**config.mk**
```make
export PLATFORM = sky130hd
export DESIGN_NAME = spi_slave_rx
export DESIGN_NICKNAME = d
export VERILOG_FILES = /design/src/rtl/spi_pkg.sv /design/src/rtl/sync_ff.sv /design/src/rtl/spi_slave_rx.sv
export SDC_FILE = /design/constraint.sdc
export NUM_CORES = 1
export LEC_CHECK = 0
export CORE_MARGIN = 5
export CORE_UTILIZATION = 35
export DETAILED_ROUTE_END_ITERATION = 8
export SKIP_LAST_GASP = 1
export SLEW_MARGIN = 20
export SYNTH_ARGS = -nofsm -noshare
export SYNTH_HDL_FRONTEND = slang
export SYNTH_SLANG_ARGS = --single-unit
```
**constraint.sdc**
```tcl
create_clock -name clk -period 4.2 [get_ports clk]
set_clock_uncertainty 0.15 [all_clocks]
set_input_delay 0.84 -clock clk [delete_from_list [all_inputs] [get_ports clk]]
set_output_delay 0.84 -clock clk [all_outputs]
set_load 0.01 [all_outputs]
```
**src/rtl/spi_pkg.sv**
```systemverilog
// Shared SPI definitions for the LCD link (master and slave sides).
package spi_pkg;

  // Default transfer width, MSB first on the wire
  localparam int SPI_DATA_W = 8;

  // Mode 0: SCLK idles low, data sampled on the rising edge
  localparam bit CPOL = 1'b0;
  localparam bit CPHA = 1'b0;

  // Slave receiver states: IDLE while SS is high, SHIFT while SS is low
  typedef enum logic {
    ST_IDLE  = 1'b0,
    ST_SHIFT = 1'b1
  } state_e;

endpackage

```
**src/rtl/sync_ff.sv**
```systemverilog
// Single-bit flop chain that brings an asynchronous pin into the clk domain.
module sync_ff #(
  parameter int   STAGES    = 2,
  parameter logic RESET_VAL = 1'b0
) (
  input  logic clk,
  input  logic rst,
  input  logic d_i,
  output logic q_o
);

  logic [STAGES-1:0] chain_q;

  // Shift the pin value down the chain; reset loads the pin's idle level
  always_ff @(posedge clk) begin
    if (!rst) chain_q <= {STAGES{RESET_VAL}};
    else      chain_q <= {chain_q[STAGES-2:0], d_i};
  end

  assign q_o = chain_q[STAGES-1];

endmodule

```
**src/rtl/spi_slave_rx.sv**
```systemverilog
// SPI mode-0 slave receiver. All SPI pins are oversampled on clk; received
// bytes go out through a one-entry valid/ready holding register and a status
// byte is returned on MISO.
module spi_slave_rx
  import spi_pkg::*;
#(
  parameter int DATA_W      = SPI_DATA_W,
  parameter int SYNC_STAGES = 2
) (
  input  logic              clk,
  input  logic              rst,
  input  logic              SCLK,
  input  logic              SS,
  input  logic              MOSI,
  input  logic              DC,
  output logic              MISO,
  output logic [DATA_W-1:0] rx_data,
  output logic              rx_dc,
  output logic              rx_valid,
  input  logic              rx_ready,
  input  logic [DATA_W-1:0] tx_data,
  input  logic              clear_err,
  output logic              overrun,
  output logic              frame_err,
  output logic              busy
);

  localparam int CNT_W = $clog2(DATA_W + 1);

  logic sclkS, ssS, mosiS, dcS;

  sync_ff #(.STAGES(SYNC_STAGES), .RESET_VAL(1'b0)) uSyncSclk (.clk(clk), .rst(rst), .d_i(SCLK), .q_o(sclkS));
  sync_ff #(.STAGES(SYNC_STAGES), .RESET_VAL(1'b1)) uSyncSs   (.clk(clk), .rst(rst), .d_i(SS),   .q_o(ssS));
  sync_ff #(.STAGES(SYNC_STAGES), .RESET_VAL(1'b0)) uSyncMosi (.clk(clk), .rst(rst), .d_i(MOSI), .q_o(mosiS));
  sync_ff #(.STAGES(SYNC_STAGES), .RESET_VAL(1'b0)) uSyncDc   (.clk(clk), .rst(rst), .d_i(DC),   .q_o(dcS));

  logic sclkPrev_q, ssPrev_q;
  logic sclkRise_q, sclkFall_q, ssRise_q, ssFall_q;
  logic mosiE_q, dcE_q;

  // Edge-detect stage: registered edge pulses with MOSI/DC delayed to stay aligned
  always_ff @(posedge clk) begin
    if (!rst) begin
      sclkPrev_q <= 1'b0;
      ssPrev_q   <= 1'b1;
      sclkRise_q <= 1'b0;
      sclkFall_q <= 1'b0;
      ssRise_q   <= 1'b0;
      ssFall_q   <= 1'b0;
      mosiE_q    <= 1'b0;
      dcE_q      <= 1'b0;
    end else begin
      sclkPrev_q <= sclkS;
      ssPrev_q   <= ssS;
      sclkRise_q <= sclkS & ~sclkPrev_q;
      sclkFall_q <= ~sclkS & sclkPrev_q;
      ssRise_q   <= ssS & ~ssPrev_q;
      ssFall_q   <= ~ssS & ssPrev_q;
      mosiE_q    <= mosiS;
      dcE_q      <= dcS;
    end
  end

  state_e             state_q, state_d;
  logic [CNT_W-1:0]   bitCnt_q, bitCnt_d;
  logic [DATA_W-1:0]  rxShift_q, rxShift_d;
  logic [DATA_W-1:0]  txShift_q, txShift_d;
  logic               miso_q, miso_d;
  logic [DATA_W-1:0]  rxData_q, rxData_d;
  logic               rxDc_q, rxDc_d;
  logic               rxValid_q, rxValid_d;
  logic               overrun_q, overrun_d;
  logic               frameErr_q, frameErr_d;
  logic               accept, overrunEvt, frameEvt;

  // Next-state logic: FSM, shift registers, holding register and sticky flags
  always_comb begin
    state_d    = state_q;
    bitCnt_d   = bitCnt_q;
    rxShift_d  = rxShift_q;
    txShift_d  = txShift_q;
    miso_d     = miso_q;
    rxData_d   = rxData_q;
    rxDc_d     = rxDc_q;
    rxValid_d  = rxValid_q;
    overrunEvt = 1'b0;
    frameEvt   = 1'b0;
    accept     = rxValid_q & rx_ready;

    if (accept) rxValid_d = 1'b0;

    case (state_q)
      ST_IDLE: begin
        miso_d = 1'b0;
        if (ssFall_q) begin
          state_d   = ST_SHIFT;
          bitCnt_d  = '0;
          txShift_d = tx_data;
          miso_d    = tx_data[DATA_W-1];
        end
      end
      ST_SHIFT: begin
        if (ssRise_q) begin
          state_d   = ST_IDLE;
          miso_d    = 1'b0;
          frameEvt  = (bitCnt_q != '0);
          bitCnt_d  = '0;
          rxShift_d = '0;
        end else if (sclkRise_q) begin
          rxShift_d = {rxShift_q[DATA_W-2:0], mosiE_q};
          if (bitCnt_q == CNT_W'(DATA_W - 1)) begin
            bitCnt_d  = '0;
            txShift_d = tx_data;
            miso_d    = tx_data[DATA_W-1];
            if (!rxValid_q || accept) begin
              rxData_d  = {rxShift_q[DATA_W-2:0], mosiE_q};
              rxDc_d    = dcE_q;
              rxValid_d = 1'b1;
            end else begin
              overrunEvt = 1'b1;
            end
          end else begin
            bitCnt_d = bitCnt_q + CNT_W'(1);
          end
        end else if (sclkFall_q && bitCnt_q != '0) begin
          txShift_d = txShift_q << 1;
          miso_d    = txShift_q[DATA_W-2];
        end
      end
      default: state_d = ST_IDLE;
    endcase

    overrun_d  = overrunEvt | (overrun_q & ~clear_err);
    frameErr_d = frameEvt   | (frameErr_q & ~clear_err);
  end

  // State and datapath registers
  always_ff @(posedge clk) begin
    if (!rst) begin
      state_q    <= ST_IDLE;
      bitCnt_q   <= '0;
      rxShift_q  <= '0;
      txShift_q  <= '0;
      miso_q     <= 1'b0;
      rxData_q   <= '0;
      rxDc_q     <= 1'b0;
      rxValid_q  <= 1'b0;
      overrun_q  <= 1'b0;
      frameErr_q <= 1'b0;
    end else begin
      state_q    <= state_d;
      bitCnt_q   <= bitCnt_d;
      rxShift_q  <= rxShift_d;
      txShift_q  <= txShift_d;
      miso_q     <= miso_d;
      rxData_q   <= rxData_d;
      rxDc_q     <= rxDc_d;
      rxValid_q  <= rxValid_d;
      overrun_q  <= overrun_d;
      frameErr_q <= frameErr_d;
    end
  end

  assign MISO      = miso_q;
  assign rx_data   = rxData_q;
  assign rx_dc     = rxDc_q;
  assign rx_valid  = rxValid_q;
  assign overrun   = overrun_q;
  assign frame_err = frameErr_q;
  assign busy      = (state_q == ST_SHIFT);

endmodule

```
==> run summary <==
Status - complete, no violations
Final Power - 0.786 mW
Area Growth Syn to Fin - 22.1%
Initial Util - 0.363
Hold_sp - uSyncSclk.chain_q[1]
CTS hold repair buffers - 0
Fin cells - 276
Net Count, Synth - 196
Crit path from - rst
Post-synthesis cell count - 178
Worst-path clk slew - 0.08 ns
Final setup violation count - 0
Static leakage - 0.884 nW
Syn Std Cell Area - 1860 µm²
RR Endpoint - txShift_q[0]
Fin. Hold Viols - 0
Dpl hpwl - 2300 µm
Clk sink count - 48
WL final - 3260 µm
DP Cell Count - 268
Prevailing post-synth register cell - dfxtp_1
EDFF count, synth - 0
Reg2reg setup slack - 2.13 ns
Share of layout cells above drive strength 1 - 0.0874
Worst skew pair latency - 0.30 ns
Vias in the first global route - 1262
Worst EP arrival - 2.51 ns
Setup bufs post-CTS - 0
Crit Path Category - in2reg
Pwr/cell area - 345 nW/µm²
Peak supply drop - 0.184 mV
Antenna Cells - 0
DR iter-0 viols - 79
TritonCTS clock tree - done
Initial antenna violation count - 0
Total die area - 6890 µm²
Resized cells post-CTS - 0
Peak Freq - 407 MHz
Worst r2r src - bitCnt_q[1]
Met1 wire length - 1610 µm
DR pass1 iterations - 4
Routed len/inst - 11.8 µm
Clock Tree Buf Depth - 2
Max layer used - met4
Max H-tree Level - 2
Largest net degree at the start of global routing - 30
Core footprint - 5140 µm²
# IOs - 30
Vias/cell - 4.75
Die Y - 83.0 µm
Nets - 223
Total CTS buffers - 5
DRC - 0
Avg Cell Area, Syn - 10.5 µm²
Final period utilization - 0.585
Die width - 83.0 µm
GRT Util Overall - 0.101
Buffers on Ports - 29
First-pass GRT wire length - 5770 µm
Synth unique cells - 39
R2R depth - 5
Routed length on met2 - 1480 µm
Metal3 WL - 117 µm
Post-layout util - 0.443
Critical path destination - txShift_q[6]
Grt total ovfl - 0
Routed via count - 1310
Final max-slew violation count - 0
Warnings, synthesis - 0
Sequential-to-total area share from yosys stat - 0.515
Hold slack - 0.252 ns
RSZ-0062 raised after global routing - no
Max transition margin - 0.405
Max-Cap Viols - 0
Post-route minimum period - 2.46 ns
Synth Register Bits - 48
CP Data Required Time - 4.25 ns
# rows - 26
Crit path max fanout - 29
Antenna Nets Post-Route - 0
Setup crit end kind - flop
CP startpoint kind - input port
Class of the worst hold path - reg2reg
Asr flop ratio synth - 0
CTS root buf - clkbuf_8
Global placer's final weighted congestion - 0.762
Post-Route Setup TNS - 0 ns
Slew @ Worst Pin - 0.892 ns
layer usage:
metal | global-route usage | up-vias
met1 | 0.124 | 602
met4 | 0.0446 | 0
met5 | 0 | -
met3 | 0.0317 | 6
met2 | 0.160 | 19
li1 | - | 683
cells in the mapped netlist (all sizes together) (2+ instances only):
master | instances | area, µm²
inv | 6 | 22.5
a21oi | 11 | 66.3
nand2 | 4 | 15.0
dfxtp | 48 | 961
clkbuf | 3 | 11.3
mux2i | 16 | 160
nor3 | 2 | 10.0
nand2b | 7 | 53.8
nor2 | 21 | 78.8
and2 | 10 | 62.6
nand3 | 2 | 10.0
nand4b | 2 | 17.5
buf | 8 | 58.8
nand3b | 3 | 35.0
a311oi | 6 | 52.6
a32oi | 2 | 25.0
and3 | 3 | 20.0
a22oi | 7 | 52.6
ha | 2 | 25.0
o211a | 2 | 20.0
nor2b | 4 | 25.0
kinds of logic after synthesis:
group | count (synthesis) | synth area share
AND/OR/NAND/NOR | 59 | 0.180
flip-flops | 48 | 0.515
AO/OA/AOI/OAI | 36 | 0.156
buffers and inverters | 17 | 0.0497
multiplexers | 16 | 0.0859
adder cells (fa/ha/maj) | 2 | 0.0134
cells in the final DEF (no fill, tap or decap), drive strengths merged, types with 2 or more instances in the layout:
cell type,instances
mux2i,16
nand4b,2
a32oi,2
clkdlybuf4s50,29
a21oi,11
clkbuf,6
nand3,2
buf,2
ha,2
nor2b,4
o211a,2
a311oi,6
nand2,4
nand3b,3
a22oi,7
inv,6
nor3,2
and2,10
and3,3
nand2b,7
dfxtp,48
nor2,21
metrics by stage:
stage | cell area [µm²] | setup WS, ns
4_1_cts | 2280 | 1.70
3_5_place_dp | 2190 | 1.37
2_1_floorplan | 1860 | 2.41
5_1_grt | 2280 | 1.53
6_report | 2280 | 1.74
3_3_place_gp | 2190 | 1.38
sequential cells by signal, summed over array words and instances, names as in the netlist, 2 cells and up:
name,flops
bitCnt_q,4
rxShift_q,7
uSyncSs.chain_q,2
txShift_q,7
uSyncSclk.chain_q,2
uSyncMosi.chain_q,2
rx_data,8
uSyncDc.chain_q,2
final cells by class:
class                           instances  area, µm²
Fill cell                             535       2860
Sequential cell                        48        961
Multi-Input combinational cell        113        811
Timing Repair Buffer                   31        305
Tap cell                               70       87.6
Clock buffer                            6       72.6
Inverter                                6       22.5
Clock inverter                          2       16.3
worst min path at each step:
stage	to	slack (ns)	cells after the start
2_1_floorplan	sclkFall_q	0.23	1
3_3_place_gp	uSyncSs.chain_q[1]	0.24	1
3_5_place_dp	sclkFall_q	0.24	1
4_1_cts	sclkFall_q	0.25	1
5_1_grt	sclkRise_q	0.27	1
6_report	sclkFall_q	0.25	1
worst max-delay path, cell delays in order:
cell and delay (ns):
clkdlybuf4s50_1 0.78, inv_1 0.54, a311oi_1 0.35
where the power goes:
group          total [mW]  leakage [nW]  internal [mW]  switching [mW]
combinational      0.0474         0.453         0.0265          0.0210
clock               0.268        0.0414          0.118           0.149
sequential          0.470         0.390          0.465         0.00543
total               0.786         0.884          0.610           0.176
Note: power is estimated with default switching activity, not from simulation.
